### config.mk
export PLATFORM = sky130hd
export DESIGN_NAME = tl_width_widget_narrow
export DESIGN_NICKNAME = d
export VERILOG_FILES = /design/src/rtl/tl_pkg.sv /design/src/rtl/tl_d_merge.sv /design/src/rtl/tl_width_widget_narrow.sv
export SDC_FILE = /design/constraint.sdc
export NUM_CORES = 1
export LEC_CHECK = 0
export CAP_MARGIN = 30
export CORE_AREA = 2 2 131 133
export CTS_CLUSTER_SIZE = 16
export DETAILED_ROUTE_END_ITERATION = 12
export DIE_AREA = 0 0 133 135
export DONT_BUFFER_PORTS = 1
export GPL_ROUTABILITY_DRIVEN = 0
export GPL_TIMING_DRIVEN = 0
export PLACE_DENSITY = 0.31
export SKIP_LAST_GASP = 1
export SLEW_MARGIN = 0
export SYNTH_ARGS = -nofsm -noshare
export SYNTH_HDL_FRONTEND = slang
export SYNTH_SLANG_ARGS = --single-unit
export TNS_END_PERCENT = 50
### constraint.sdc
create_clock -name clock -period 2.4 [get_ports clock]
set_clock_uncertainty 0.1 [all_clocks]
set_input_delay 0.48 -clock clock [delete_from_list [all_inputs] [get_ports clock]]
set_output_delay 0.48 -clock clock [all_outputs]
set_load 0.01 [all_outputs]
### src/rtl/tl_pkg.sv
`default_nettype none
// ============================================================================
// Module      : tl_pkg
// Description : TileLink-UL opcode constants, D error flags and helper
//               functions shared by the width widget and its D merger.
// Revision    : 1.0 - initial release
// ============================================================================
package tl_pkg;

  // A-channel opcodes
  localparam logic [2:0] C_TL_PUT_FULL        = 3'd0;
  localparam logic [2:0] C_TL_PUT_PARTIAL     = 3'd1;
  localparam logic [2:0] C_TL_GET             = 3'd4;
  // D-channel opcodes
  localparam logic [2:0] C_TL_ACCESS_ACK      = 3'd0;
  localparam logic [2:0] C_TL_ACCESS_ACK_DATA = 3'd1;

  // Error flags accumulated across absorbed D sub-beats
  typedef struct packed {
    logic denied;
    logic corrupt;
  } tl_d_err_t;

  // True for A-channel requests that carry write data
  function automatic logic has_data(input logic [2:0] opcode);
    return (opcode == C_TL_PUT_FULL) || (opcode == C_TL_PUT_PARTIAL);
  endfunction

  // Ceiling log2 usable in constant expressions (clog2(1) = 0)
  function automatic int clog2(input int value);
    int r;
    r = 0;
    for (int i = 0; i < 31; i++) begin
      if ((1 << i) < value) r = i + 1;
    end
    return r;
  endfunction

endpackage : tl_pkg
`default_nettype wire

### src/rtl/tl_d_merge.sv
`default_nettype none
// ============================================================================
// Module      : tl_d_merge
// Description : D-channel accumulator. Absorbs the first RATIO-1 narrow
//               AccessAckData sub-beats of a wide response and releases one
//               wide beat with the final sub-beat. Other responses pass
//               through with data replicated across the wide bus.
// Revision    : 1.0 - initial release
// ============================================================================
module tl_d_merge
  import tl_pkg::*;
#(
  parameter int IN_BYTES  = 8,
  parameter int OUT_BYTES = 4,
  parameter int SIZE_W    = 3
) (
  input  logic                   clk,
  input  logic                   rst_n,
  // narrow side (manager D)
  input  logic                   i_out_valid,
  output logic                   o_out_ready,
  input  logic [2:0]             i_opcode,
  input  logic [SIZE_W-1:0]      i_size,
  input  logic                   i_denied,
  input  logic                   i_corrupt,
  input  logic [8*OUT_BYTES-1:0] i_data,
  // wide side (client D)
  output logic                   o_in_valid,
  input  logic                   i_in_ready,
  output logic [8*IN_BYTES-1:0]  o_data,
  output logic                   o_denied,
  output logic                   o_corrupt
);

  localparam int RATIO = IN_BYTES / OUT_BYTES;
  localparam logic [SIZE_W-1:0] C_LG_SIZE = SIZE_W'(clog2(OUT_BYTES));

  generate
    if (RATIO == 1) begin : g_wire
      assign o_out_ready = i_in_ready;
      assign o_in_valid  = i_out_valid;
      assign o_data      = i_data;
      assign o_denied    = i_denied;
      assign o_corrupt   = i_corrupt;
    end else begin : g_merge
      localparam int CW    = clog2(RATIO);
      localparam int OW    = 8 * OUT_BYTES;
      localparam int BUF_W = (RATIO - 1) * OW;

      logic [CW-1:0]    r_d_cnt;
      logic [BUF_W-1:0] r_d_buf;
      tl_d_err_t        r_d_err;
      logic             w_merge;
      logic             w_last;
      logic             w_fire;

      // Only wide data responses are reassembled; everything else is passed on
      assign w_merge = (i_opcode == C_TL_ACCESS_ACK_DATA) && (i_size > C_LG_SIZE);
      assign w_last  = (r_d_cnt == CW'(RATIO - 1));
      assign w_fire  = i_out_valid && o_out_ready;

      // Handshake and data steering: absorb early sub-beats, forward the last
      always_comb begin
        o_out_ready = i_in_ready;
        o_in_valid  = i_out_valid;
        o_data      = {RATIO{i_data}};
        o_denied    = i_denied;
        o_corrupt   = i_corrupt;
        if (w_merge) begin
          if (!w_last) begin
            o_out_ready = 1'b1;
            o_in_valid  = 1'b0;
          end else begin
            o_data    = {i_data, r_d_buf};
            o_denied  = i_denied | r_d_err.denied;
            o_corrupt = i_corrupt | r_d_err.corrupt;
          end
        end
      end

      // Sub-beat counter, data buffer and sticky error flags
      always_ff @(posedge clk or negedge rst_n) begin
        if (!rst_n) begin
          r_d_cnt <= '0;
          r_d_buf <= '0;
          r_d_err <= '0;
        end else if (w_merge && w_fire) begin
          if (w_last) begin
            r_d_cnt <= '0;
            r_d_err <= '0;
          end else begin
            r_d_cnt         <= r_d_cnt + 1'b1;
            r_d_err.denied  <= r_d_err.denied | i_denied;
            r_d_err.corrupt <= r_d_err.corrupt | i_corrupt;
            for (int k = 0; k < RATIO - 1; k++) begin
              if (r_d_cnt == CW'(k)) r_d_buf[k*OW +: OW] <= i_data;
            end
          end
        end
      end
    end
  endgenerate

endmodule : tl_d_merge
`default_nettype wire

### src/rtl/tl_width_widget_narrow.sv
`default_nettype none
// ============================================================================
// Module      : tl_width_widget_narrow
// Description : TileLink-UL width converter from a wide client to a narrow
//               manager. A channel: wide puts are split into RATIO sub-beats
//               with zero latency; narrow puts and gets are lane-selected.
//               D channel: wide AccessAckData is merged by tl_d_merge.
// Revision    : 1.0 - initial release
// ============================================================================
module tl_width_widget_narrow
  import tl_pkg::*;
#(
  parameter int IN_BYTES  = 8,
  parameter int OUT_BYTES = 4,
  parameter int ADDR_W    = 31,
  parameter int SRC_W     = 5,
  parameter int SIZE_W    = 3
) (
  input  logic                   clock,
  input  logic                   reset,
  // client A
  output logic                   auto_in_a_ready,
  input  logic                   auto_in_a_valid,
  input  logic [2:0]             auto_in_a_bits_opcode,
  input  logic [2:0]             auto_in_a_bits_param,
  input  logic [SIZE_W-1:0]      auto_in_a_bits_size,
  input  logic [SRC_W-1:0]       auto_in_a_bits_source,
  input  logic [ADDR_W-1:0]      auto_in_a_bits_address,
  input  logic [IN_BYTES-1:0]    auto_in_a_bits_mask,
  input  logic [8*IN_BYTES-1:0]  auto_in_a_bits_data,
  input  logic                   auto_in_a_bits_corrupt,
  // client D
  input  logic                   auto_in_d_ready,
  output logic                   auto_in_d_valid,
  output logic [2:0]             auto_in_d_bits_opcode,
  output logic [1:0]             auto_in_d_bits_param,
  output logic [SIZE_W-1:0]      auto_in_d_bits_size,
  output logic [SRC_W-1:0]       auto_in_d_bits_source,
  output logic                   auto_in_d_bits_sink,
  output logic                   auto_in_d_bits_denied,
  output logic [8*IN_BYTES-1:0]  auto_in_d_bits_data,
  output logic                   auto_in_d_bits_corrupt,
  // manager A
  input  logic                   auto_out_a_ready,
  output logic                   auto_out_a_valid,
  output logic [2:0]             auto_out_a_bits_opcode,
  output logic [2:0]             auto_out_a_bits_param,
  output logic [SIZE_W-1:0]      auto_out_a_bits_size,
  output logic [SRC_W-1:0]       auto_out_a_bits_source,
  output logic [ADDR_W-1:0]      auto_out_a_bits_address,
  output logic [OUT_BYTES-1:0]   auto_out_a_bits_mask,
  output logic [8*OUT_BYTES-1:0] auto_out_a_bits_data,
  output logic                   auto_out_a_bits_corrupt,
  // manager D
  output logic                   auto_out_d_ready,
  input  logic                   auto_out_d_valid,
  input  logic [2:0]             auto_out_d_bits_opcode,
  input  logic [1:0]             auto_out_d_bits_param,
  input  logic [SIZE_W-1:0]      auto_out_d_bits_size,
  input  logic [SRC_W-1:0]       auto_out_d_bits_source,
  input  logic                   auto_out_d_bits_sink,
  input  logic                   auto_out_d_bits_denied,
  input  logic [8*OUT_BYTES-1:0] auto_out_d_bits_data,
  input  logic                   auto_out_d_bits_corrupt
);

  localparam int RATIO = IN_BYTES / OUT_BYTES;
  localparam logic [SIZE_W-1:0] C_LG_SIZE = SIZE_W'(clog2(OUT_BYTES));

  // Header fields travel unchanged on every A sub-beat and every D beat
  assign auto_out_a_valid        = auto_in_a_valid;
  assign auto_out_a_bits_opcode  = auto_in_a_bits_opcode;
  assign auto_out_a_bits_param   = auto_in_a_bits_param;
  assign auto_out_a_bits_size    = auto_in_a_bits_size;
  assign auto_out_a_bits_source  = auto_in_a_bits_source;
  assign auto_out_a_bits_address = auto_in_a_bits_address;
  assign auto_out_a_bits_corrupt = auto_in_a_bits_corrupt;

  assign auto_in_d_bits_opcode   = auto_out_d_bits_opcode;
  assign auto_in_d_bits_param    = auto_out_d_bits_param;
  assign auto_in_d_bits_size     = auto_out_d_bits_size;
  assign auto_in_d_bits_source   = auto_out_d_bits_source;
  assign auto_in_d_bits_sink     = auto_out_d_bits_sink;

  generate
    if (RATIO == 1) begin : g_a_wire
      assign auto_out_a_bits_mask = auto_in_a_bits_mask;
      assign auto_out_a_bits_data = auto_in_a_bits_data;
      assign auto_in_a_ready      = auto_out_a_ready;
    end else begin : g_a_split
      localparam int CW    = clog2(RATIO);
      localparam int OW    = 8 * OUT_BYTES;
      localparam int IN_LG = clog2(IN_BYTES);
      localparam int LG    = clog2(OUT_BYTES);

      logic [CW-1:0] r_a_cnt;
      logic [CW-1:0] w_sel;
      logic          w_narrow;
      logic          w_wide;
      logic          w_last;

      assign w_narrow = (auto_in_a_bits_size <= C_LG_SIZE);
      assign w_wide   = has_data(auto_in_a_bits_opcode) && !w_narrow;
      assign w_last   = (r_a_cnt == CW'(RATIO - 1));
      // Wide puts walk the lanes in order; everything else uses the address lane
      assign w_sel    = w_wide ? r_a_cnt : auto_in_a_bits_address[IN_LG-1:LG];

      // Lane multiplexer for data and mask; wide gets read every narrow byte
      always_comb begin
        auto_out_a_bits_data = '0;
        auto_out_a_bits_mask = '0;
        for (int k = 0; k < RATIO; k++) begin
          if (w_sel == CW'(k)) begin
            auto_out_a_bits_data = auto_in_a_bits_data[k*OW +: OW];
            auto_out_a_bits_mask = auto_in_a_bits_mask[k*OUT_BYTES +: OUT_BYTES];
          end
        end
        if (!has_data(auto_in_a_bits_opcode) && !w_narrow) auto_out_a_bits_mask = '1;
      end

      // The client beat retires only with the final sub-beat of a wide put
      assign auto_in_a_ready = auto_out_a_ready && (!w_wide || w_last);

      // Sub-beat counter for wide puts
      always_ff @(posedge clock or negedge reset) begin
        if (!reset) begin
          r_a_cnt <= '0;
        end else if (w_wide && auto_in_a_valid && auto_out_a_ready) begin
          r_a_cnt <= w_last ? '0 : r_a_cnt + 1'b1;
        end
      end
    end
  endgenerate

  tl_d_merge #(
    .IN_BYTES  (IN_BYTES),
    .OUT_BYTES (OUT_BYTES),
    .SIZE_W    (SIZE_W)
  ) u_d_merge (
    .clk         (clock),
    .rst_n       (reset),
    .i_out_valid (auto_out_d_valid),
    .o_out_ready (auto_out_d_ready),
    .i_opcode    (auto_out_d_bits_opcode),
    .i_size      (auto_out_d_bits_size),
    .i_denied    (auto_out_d_bits_denied),
    .i_corrupt   (auto_out_d_bits_corrupt),
    .i_data      (auto_out_d_bits_data),
    .o_in_valid  (auto_in_d_valid),
    .i_in_ready  (auto_in_d_ready),
    .o_data      (auto_in_d_bits_data),
    .o_denied    (auto_in_d_bits_denied),
    .o_corrupt   (auto_in_d_bits_corrupt)
  );

endmodule : tl_width_widget_narrow
`default_nettype wire

## Yosys cells after proc, flatten, opt, wreduce, memory -nomap -nowiden

Cells that the tools add are included.

| storage, ports and cells | value |
|---|---|
| word-level logic and storage cells | 46 |
| output and inout bits | 166 |
| bits in latches | 0 |
| memories | 0 |
| memory bits (writable) | 0 |
| flip-flop bits (word level) | 36 |
| bits in read-only memories | 0 |

| cells by class | value |
|---|---|
| reduce and logical (&&, ||, !) cells | 15 |
| div/mod/pow operators | 0 |
| bitwise logic cells | 3 |
| $mul | 0 |
| add/sub/neg operators | 2 |
| equal/unequal tests | 2 |
| order comparisons | 2 |
| mux-type cells | 17 |
| shift operators | 0 |

Operators by type and width:

| kind | count |
|---|---|
| two-way mux 32 bit | 3 |
| two-way mux 1 bit | 11 |
| logical AND 1 bit | 8 |
| two-way mux 4 bit | 2 |
| == test 3 x 1 -> 1 bit, second input constant | 2 |
| > comparator 3 x 2 -> 1 bit, second input constant | 1 |
| less-or-equal comparator 3 x 2 -> 1 bit, second input constant | 1 |
| logical NOT 1 bit | 3 |
| logical NOT 3 bit | 1 |
| adder 1 bit, second input constant | 2 |
| logical OR 1 bit | 2 |
| two-way mux 2 bit | 1 |
| OR 1 bit | 2 |
| AND reduction 2 bit | 1 |
| inverter 1 bit | 1 |

## Longest topological paths before layout

| logic depth | value |
|---|---|
| word-level depth | 6 |
| gate-level depth with buffers | 5 |

## Cells and area by module

From an unflattened synthesis, not the netlist that was laid out.

| unflattened totals | value |
|---|---|
| cells, all modules | 271 |
| area total of the unflattened synthesis | 3178.0 µm² |

By module, submodules not included:

| module | cells an instance | instances | area each (µm²) |
|---|---|---|---|
| tl_d_merge | 160 | 1 | 2177.1 |
| tl_width_widget_narrow | 111 | 1 | 1001.0 |

## Least setup slack after synthesis

Ideal clock, no wire load.

| path | value |
|---|---|
| path type | input-to-output |
| from | input auto_in_a_bits_size[0] |
| to | output auto_out_a_bits_data[6] |
| stages on the path | 5 |
| arrival time | 1.680 ns |
| setup slack | 0.140 ns |
| required time | 1.820 ns |
| cells stage by stage | a21oi_2 > or3_4 > mux2i_4 > buf_6 > mux2_1 |

| between the ends | value |
|---|---|
| cells in the longest elaborated chain, start to end | 5 |

Ends and longest elaborated chain:

| what | line | source |
|---|---|---|
| start, declared | tl_width_widget_narrow.sv:26 | `input logic [SIZE_W-1:0] auto_in_a_bits_size,` |
| less-or-equal comparator 3 x 2 -> 1 bit | tl_width_widget_narrow.sv:102 | `assign w_narrow = (auto_in_a_bits_size <= C_LG_SIZE);` |
| logical NOT 1 bit | tl_width_widget_narrow.sv:103 | `assign w_wide = has_data(auto_in_a_bits_opcode) && !w_narrow;` |
| logical AND 1 bit | tl_width_widget_narrow.sv:103 |  |
| two-way mux 1 bit | tl_width_widget_narrow.sv:106 | `assign w_sel = w_wide ? r_a_cnt : auto_in_a_bits_address[IN_LG-1:LG];` |
| two-way mux 32 bit | tl_width_widget_narrow.sv:113 | `if (w_sel == CW'(k)) begin` |
| end, declared | tl_width_widget_narrow.sv:52 | `output logic [8*OUT_BYTES-1:0] auto_out_a_bits_data,` |

Every way passes these cells.

## Worst setup path in the final report

| path | value |
|---|---|
| from | input auto_in_a_bits_size[0] |
| to | output auto_out_a_bits_data[8] |

Same word-level chain as after synthesis.

==> key figures <==
Run status
  • Status: complete, no violations

Timing
  • Max Clock Freq: between 400 and 500 MHz
  • Min cycle time layout: between 2000 and 2500 ps
  • Actual slew at the worst max-slew pin: approximately 540 ps
  • Fin. max-slew vios: 0
  • Fin. Hold Viols: 0
  • Final worst setup slack: ~53 ps
  • Slew headroom: roughly 63%
  • Period utilisation layout: between 90% and 100%
  • Final setup fails: 0
  • RSZ-0062 raised after global routing: true
  • Setup TNS: 0 ps

Power and ir drop
  • Peak VDD IR: roughly 0.00024 V
  • Pint: between 1500 and 2000 µW
  • PwrDens: between 600 and 700 nW/µm²
  • Pleak: around 0.0015 µW
  • Clk pwr share: a little over 30%
  • Part of the power in combinational logic: around a third
  • Switching share of power: a little under a third
  • Net switching power: roughly 700 µW
  • Reg power frac: 38.0%

Global routing
  • GRT Residual Overflow: 0
  • Initial antenna violation count: 0
  • Largest net degree at the start of global routing: 37
  • Gr usage total: slightly below 9%
  • First-pass GRT wire length: ~12000 µm
  • Number of global-route vias before repair: about 2000

Yosys
  • Synth warnings: 0
  • Post-Synthesis Cells: 269
  • Post-Syn Area per Cell: approximately 11 µm²
  • Commonest cells in the synthesized netlist: 95 x mux2_2, 93 x buf_4, 36 x dfrtp_1
  • Count leader, synth: mux2_2
  • Leading area contributor after synthesis: mux2_2
  • Post-synth cell types: 27
  • Post-synthesis sequential area ratio: a little under a third
  • Post-synth top flop: dfrtp_1
  • Mapped Area: 2990 µm²
  • FF+latch count, synth: 36
  • Largest cells by area after synthesis: mux2_2 36%, dfrtp_1 30%, buf_4 23%
  • Yosys top cell area share: between 30% and 40%
  • Number of synthesized flops with an enable pin: 0
  • Post-Syn Nets: ~440
  • Ys async rst share: 100%

Cells and area
  • Area Overhead vs Synth: 17.3%
  • Nets: between 400 and 500
  • Register area: 901 µm²
  • Multi-input logic area: ~1300 µm²
  • Final Util: between 20% and 30%
  • Antenna cells: 0
  • Final Non-Filler Cells: 504
  • Proportion of layout cells with a drive suffix above 1: between 70% and 80%
  • Fill cells: roughly 1800

CTS
  • H-tree levels: 2
  • CTS Root Cell: clkbuf_16
  • Clock Pin Slew Worst Setup and Hold Paths: roughly 70 ps
  • Max clock buf depth: 2
  • TritonCTS Sinks: 36
  • CTS tree: done
  • Clock Latency Late Sink: between 200 and 300 ps
  • Total CTS buffers: 5

Critical path
  • Crit path cell chain: a21oi_2, or3_4, mux2i_4, buf_12, buf_6, mux2_2
  • CP Capture Type: output pin
  • Slowest library cell on the worst path: mux2_2
  • Top delay family on crit path: multiplexers
  • Critical path's largest stage delay: 380 ps
  • Kind of critical path: primary input to output pin
  • Critical Path Source: auto_in_a_bits_size[0]
  • R2r startpoint: u_d_merge.g_merge.r_d_cnt
  • Arrival time at the worst endpoint: around 1800 ps
  • Worst path required time: roughly 1800 ps
  • Buf/Inv on CP: 2
  • Critical path peak fanout: 10
  • Critical path launch point type: primary input

Floorplanning
  • Die height: roughly 140 µm
  • Initial Utilization: around 18%
  • Cell Rows: 47
  • Core Region: approximately 16000 µm²
  • Die Area: about 18000 µm²
  • Die Width: 133 µm
  • IO Pins: ~340

Route
  • Vias: 2051
  • Vias per inst: slightly above 4
  • DRC Markers: 0
  • Routed Antenna Nets: 0
  • TritonRoute pass-1 iters: 4
  • DR iter-0 viols: between 40 and 50
  • Post-DR wirelength/cell: between 15 and 20 µm
  • Detailed Route WL: approximately 9000 µm

Placement
  • Inst Count DP: 489
  • Final HPWL DP: roughly 7300 µm
  • Pre-CTS setup slack: -54.8 ps
  • Port bufs: 0

Hold path
  • Hold Path Origin: auto_out_d_bits_data[7]
  • Hold Crit Class: primary input to flop

Job
  • Max-cap violation count: 0
-- flip-flops by register name (all words and copies together) (netlist names) --
register / count
u_d_merge.g_merge.r_d_buf: 32
u_d_merge.g_merge.r_d_err: 2
g_a_split.r_a_cnt: 1
u_d_merge.g_merge.r_d_cnt: 1
-- per-layer routing --
layer	vias up	wire, µm	GRT usage, %
met5	-	0	0
met4	0	57	2.15
met3	2	889	2.52
met2	189	5060	17.1
met1	986	3040	9.17
li1	874	-	-
-- worst reg2reg max path: stages, from the launching register on --
cell	delay, ps
dfrtp_1	460
nor4_2	430
nand2_1	280
buf_2	300
mux2_2	310
-- metrics by stage --
| stage | instance area (µm²) | hold WS, ps | power (µW) |
|---|---|---|---|
| floorplan | 2990 | 84.4 | 1400 |
| global placement | 3270 | 85.6 | 1500 |
| detailed placement | 3270 | 85.6 | 1500 |
| CTS | 3470 | 231 | 2240 |
| global route | 3510 | 232 | 2340 |
| finish | 3510 | 243 | 2210 |
-- final cells by class --
class	count	area share (%)
Inverter	1	0.107
Tap cell	220	7.84
Timing Repair Buffer	7	2.39
Clock buffer	5	3.56
Multi-Input combinational cell	130	37.9
Clock inverter	3	0.677
Buffer	102	21.8
Sequential cell	36	25.7
-- cells by family (layout without fill, tap and decap cells) --
logic type | count (synthesis) | in the layout | synth area share (%)
buffers and inverters | 103 | 118 | 25.6
multiplexers | 97 | 97 | 36.9
flip-flops | 36 | 36 | 30.1
AO/OA/AOI/OAI | 16 | 16 | 4.01
AND/OR/NAND/NOR | 16 | 16 | 3.18
XOR/XNOR | 1 | 1 | 0.293
-- layout by cell type, fill, tap and decap left out --
| cell | netlist | final |
|---|---|---|
| or2_2 | 1 | 1 |
| nor3_2 | 0 | 1 |
| buf_4 | 93 | 97 |
| o21a_1 | 1 | 1 |
| dfrtp_1 | 36 | 36 |
| nor2b_1 | 1 | 1 |
| dlygate4sd3_1 | 0 | 1 |
| o22a_1 | 4 | 4 |
| mux2_2 | 95 | 95 |
| or3_4 | 1 | 1 |
| nand3_1 | 2 | 2 |
| a21oi_1 | 3 | 3 |
| clkinv_4 | 0 | 1 |
| a21oi_2 | 1 | 1 |
| buf_2 | 6 | 4 |
| nand2_1 | 6 | 6 |
| nor4_2 | 1 | 1 |
| a2bb2oi_1 | 1 | 1 |
| a21o_1 | 1 | 1 |
| buf_6 | 3 | 4 |
| a31o_2 | 2 | 2 |
| clkbuf_4 | 0 | 1 |
| inv_1 | 1 | 1 |
| buf_12 | 0 | 2 |
| nand2b_1 | 1 | 1 |
| nor4bb_1 | 1 | 1 |
| mux2_1 | 1 | 1 |
| a31oi_1 | 2 | 2 |
| a22oi_1 | 1 | 1 |
| clkinvlp_4 | 0 | 2 |
| clkbuf_16 | 0 | 5 |
| xnor2_1 | 1 | 1 |
| mux2i_4 | 1 | 1 |
| nor3_1 | 2 | 1 |
-- power groups by stage --
stage	Combinational, µW	Sequential, µW	Clock [µW]
after floorplan	580	822	0
after global placement	656	843	0
after detailed placement	657	846	0
after CTS	684	836	717
after global routing	743	857	739
final	696	837	672
-- worst paths after layout --
path | end | slack [ps] | cells after the start
worst min-delay path | u_d_merge.g_merge.r_d_buf[7] | 240 | 1
max in group asynchronous | u_d_merge.g_merge.r_d_buf[9] | 1440 | 2
worst max register to register | u_d_merge.g_merge.r_d_buf[11] | 410 | 4
worst max-delay path | auto_out_a_bits_data[8] | 50 | 6
min in group asynchronous | u_d_merge.g_merge.r_d_buf[27] | 550 | 2
worst min register to register | u_d_merge.g_merge.r_d_buf[5] | 410 | 1
-- timing repair --
| action | in CTS | in global routing |
|---|---|---|
| gates resized for setup | 2 | 6 |
| setup buffers | 2 | 1 |
| endpoints found under the setup margin | 26 | 47 |
| hold buffers | 2 | 0 |
| gates cloned | 0 | 2 |
| hold endpoints to repair | 36 | 0 |
(Power assumes the default switching activity.)
==> RTL change 1 (config.mk and constraints unchanged) <==
Set the parameter `ADDR_W` to 35 (it was 31).
--- a/src/rtl/tl_width_widget_narrow.sv
+++ b/src/rtl/tl_width_widget_narrow.sv
@@ -14,3 +14,3 @@
   parameter int OUT_BYTES = 4,
-  parameter int ADDR_W    = 31,
+  parameter int ADDR_W    = 35,
   parameter int SRC_W     = 5,
Interface: changed (resized auto_in_a_bits_address and auto_out_a_bits_address); port bits go from 338 to 346. No check against the original RTL was run, so the function may have changed too.
==> RTL change 1 against the unedited design <==
- worst setup slack gained 0.011 ns
- area after synthesis grew 1.0%
- first-iteration DRC count grew 12%
- wire length shrank 0.49%
- sequential cell count is the same
- critical endpoint is now auto_out_a_bits_data[6]
- final area grew 0.25%
- largest power group unchanged
- core utilization grew 0.053 points
- via count shrank 3.0%
- power grew 2.8%
- sequential power is essentially flat
- register-to-register slack is essentially flat
- die area is the same
==> RTL change 1: results (changes against the unedited design) <==
metric	value	unit	change
DP Wirelength	7410	um	+0.85%
Leak	1.54	nW	+1.0%
CTS H-tree depth	2		unchanged
share of cells above drive strength 1	76.8	%	-0.27 points
YS warnings	0		unchanged
total track usage	8.96	%	+0.20 points
clk_lat worst skew	0.28	ns	
post-synthesis sequential area ratio	29.8	%	-0.30 points
cells on worst reg2reg path	4		unchanged
WL per Instance	17.8	um	-0.68%
critical path's slowest cell	mux2_1		
Antenna Cells	0		unchanged
Worst EP arrival	1.76	ns	
via count of the first global-routing pass	2014		+1.4%
Synthesized Nets	449		+1.8%
number of DRC markers in iteration 0	46		+12%
global-route wire length before repair	12000	um	+0.35%
status	finished, final reports clean		
via/cell ratio	3.94		-3.2%
Area contributors post-synth	mux2_2 35%, dfrtp_1 30%, buf_4 24%		
slowest stage delay, CP	0.38	ns	about the same
Post-Place Cell Area	3300	um^2	+0.92%
DRT Wirelength	8990	um	-0.49%
clk slew on worst S/H paths	0.06	ns	
Cells after Synth	273		+1.5%
RR Startpoint	u_d_merge.g_merge.r_d_cnt		
final hold slack	0.239	ns	-0.00327 ns
min-delay src	auto_out_d_bits_data[4]		
ys async rst share	100	%	unchanged
Hold Path Cell Cnt	1		unchanged
Commonest cells post-synth	97 x buf_4, 95 x mux2_2, 36 x dfrtp_1, 6 x buf_2, 6 x nand2_1		
Peak supply drop	0.261	mV	+8.5%
# nets final	460		+1.1%
FF-to-FF End	u_d_merge.g_merge.r_d_buf[28]		
fillers	1770		-1.2%
initial antenna violation count	0		unchanged
flop-to-flop setup slack	0.41	ns	about the same
Design Area, Final	3520	um^2	+0.25%
WHS Endpoint	u_d_merge.g_merge.r_d_buf[4]		
largest registers	u_d_merge.g_merge.r_d_buf: 32 flops, u_d_merge.g_merge.r_d_err: 2 flops		
Inst Count DP	493		+0.82%
crit path max fanout	10		unchanged
Worst Max-Slew Pin Slew	0.516	ns	-0.0263 ns
RTL change 1: report_power, final:
| group | switching (mW) | total (mW) | internal [mW] |
|---|---|---|---|
| logic | 0.303 | 0.677 | 0.374 |
| clock network | 0.265 | 0.754 | 0.489 |
| registers | 0.0842 | 0.836 | 0.752 |
| total | 0.652 | 2.27 | 1.61 |
RTL change 1: cell families (layout without fill, tap and decap cells):
family,Yosys count,in the layout,synth area share [%]
AOI/OAI and AO/OA,16,16,3.97
xor gates and xnor gates,1,1,0.290
buffers and inverters,107,119,26.3
DFF,36,36,29.8
muxes,97,97,36.5
and+or+nand+nor,16,16,3.14
RTL change 1: final cells by class:
cell class / count / area share [%]
plain buffers: 106 / 22.7
clock buffers: 6 / 3.66
clock inverters: 2 / 0.995
inverters: 1 / 0.107
multi-input cells: 130 / 37.8
flip-flops and latches: 36 / 25.6
well taps: 220 / 7.82
repair buffers: 4 / 1.28
RTL change 1: per-layer routing:
| layer | GRT usage [%] | vias up | part of all wire, % |
|---|---|---|---|
| met3 | 2.97 | 6 | 11 |
| met2 | 17.6 | 190 | 56 |
| met5 | 0 | - | 0 |
| met1 | 8.72 | 921 | 32 |
| li1 | - | 872 | - |
| met4 | 3.05 | 0 | 1.2 |
RTL change 1: how the worst max path moves through the flow:
stage                                         end  cells past startpoint  slack [ns]
after floorplan           auto_out_a_bits_data[6]                      5        0.14
after global routing      auto_out_a_bits_data[6]                      5      -0.005
after CTS                 auto_in_d_bits_data[25]                      5       0.005
after global placement    auto_in_d_bits_data[18]                      5       -0.07
after detailed placement  auto_in_d_bits_data[22]                      5       -0.05
final                     auto_out_a_bits_data[6]                      5        0.06
RTL change 1: per-stage QoR:
step	worst slack [ns]	total power, mW
after floorplan	0.140	1.41
after global placement	-0.0661	1.51
after detailed placement	-0.0534	1.51
after CTS	0.00540	2.32
after global routing	-0.00451	2.40
final	0.0643	2.27
RTL change 1: critical path: cells and delay by family:
family / cells / cell delay (ns)
buf+inv: 1 / 0.19
simple gates: 1 / 0.37
mux: 2 / 0.65
compound gates: 1 / 0.06
RTL change 1: repair_timing:
item / in CTS / in global routing
hold endpoints to repair: 36 / 0
setup buffers: 0 / 2
setup endpoints to repair: 20 / 50
gates resized for setup: 2 / 3
pin swaps: 0 / 0
hold buffers: 2 / 0
==> RTL change 2 (same settings) <==
Without the edit above. Reset style: synchronous (`reset` and `rst_n`), changed in 2 clocked blocks.
--- a/src/rtl/tl_d_merge.sv
+++ b/src/rtl/tl_d_merge.sv
@@ -81,3 +81,3 @@
       // Sub-beat counter, data buffer and sticky error flags
-      always_ff @(posedge clk or negedge rst_n) begin
+      always_ff @(posedge clk) begin
         if (!rst_n) begin
--- a/src/rtl/tl_width_widget_narrow.sv
+++ b/src/rtl/tl_width_widget_narrow.sv
@@ -124,3 +124,3 @@
       // Sub-beat counter for wide puts
-      always_ff @(posedge clock or negedge reset) begin
+      always_ff @(posedge clock) begin
         if (!reset) begin
Check against the original RTL: differs if reset is asserted again (counterexample within 4 cycles, from zero or initial values and one cycle with reset low); with reset held inactive, the same outputs for 4 cycles.
==> RTL change 2 against the unedited design <==
- sequential share of layout area fell by 5.3 points
- register-to-register slack improved by 0.24 ns
- sequential cell count did not move
- worst setup slack improved by 0.0052 ns
- area after synthesis rose by 4.0%
- wire length rose by 35%
- final area rose by 1.1%
- power fell by 20%
- maximum frequency rose by 0.22%
- largest cell class unchanged
- highest routed layer unchanged
==> RTL change 2: results (changes against the unedited design) <==
metric	value	unit	change
status	finished, final reports clean		
clk slew on worst S/H paths	0.06	ns	
via count of the first global-routing pass	2360		+19%
ys async rst share	0	%	-100 points
syn avg cell area	8.92	um^2	-20%
Peak supply drop	0.271	mV	+13%
Area contributors post-synth	dfxtp_1 23%, buf_4 23%, mux2_4 14%		
Inst Count DP	569		+16%
DRT Wirelength	12200	um	+35%
total track usage	12.4	%	+3.6 points
number of DRC markers in iteration 0	49		+20%
Leak	1.53	nW	+0.57%
Synthesized Nets	521		+18%
grt met1 use	12.4	%	+3.2 points
share of cells above drive strength 1	51.8	%	-25 points
via/cell ratio	4.16		+2.1%
post-synthesis sequential area ratio	23.1	%	-6.9 points
met3 usage	5.86	%	+3.3 points
Cell variety after synth	32		+19%
grt met2 use	23.2	%	+6.1 points
metal2 WL	6510	um	+29%
normalized max-slew margin	58.1	%	-5.3 points
DP Wirelength	10400	um	+42%
Commonest cells post-synth	96 x buf_4, 36 x dfxtp_1, 34 x mux2_2, 33 x nand3_1		
wl on met1	4130	um	+36%
# nets final	530		+16%
met3 routed WL	1450	um	+64%
RTL change 2: critical path, cell delays in order:
cell     delay, ns
a21o_2        0.24
nand2_4       0.10
mux2i_4       0.36
buf_6         0.23
mux2_4        0.35
RTL change 2: cell families after synthesis:
group	Yosys count	share of synthesized area, %
buf+inv	119	26.9
compound gates	48	9.52
mux	65	27.5
flops	36	23.1
simple gates	80	12.7
xor+xnor	1	0.281
RTL change 2: report_power, final:
part	switching, mW	internal, mW	total, mW
combinational	0.254	0.237	0.491
clock	0.273	0.388	0.661
sequential	0.00589	0.608	0.614
total	0.533	1.23	1.77
RTL change 2: layout make-up:
cell class	instances	area (um^2)	share of cell area, %
clock inverter	1	8.76	0.247
timing repair buffer	2	15.0	0.423
clock buffer	7	133	3.74
tap	220	275	7.75
sequential	36	721	20.3
buffer	115	823	23.2
multi-input combinational	194	1560	43.9
inverter	4	15.0	0.423
RTL change 2: timing repair:
item | 4_1_cts | 5_1_grt
gates resized for setup | 0 | 1
gates cloned | 0 | 0
endpoints found under the setup margin | 7 | 10
buffers inserted | 2 | 0
RTL change 2: worst paths after layout:
path	from	to	slack (ns)	cells after the start
max	auto_in_a_bits_size[0]	auto_out_a_bits_data[27]	0.06	5
min	auto_out_d_bits_data[28]	u_d_merge.g_merge.r_d_buf[28]	0.23	2
max reg2reg	u_d_merge.g_merge.r_d_cnt	u_d_merge.g_merge.r_d_buf[7]	0.65	6
min reg2reg	u_d_merge.g_merge.r_d_buf[17]	u_d_merge.g_merge.r_d_buf[17]	0.36	2
RTL change 2: stage by stage:
stage / instance area [um^2] / setup slack [ns]
3_3_place_gp: 3390 / -0.000528
6_report: 3550 / 0.0580
3_5_place_dp: 3390 / 0.00173
4_1_cts: 3550 / 0.0274
5_1_grt: 3550 / 0.00140
2_1_floorplan: 3110 / 0.204
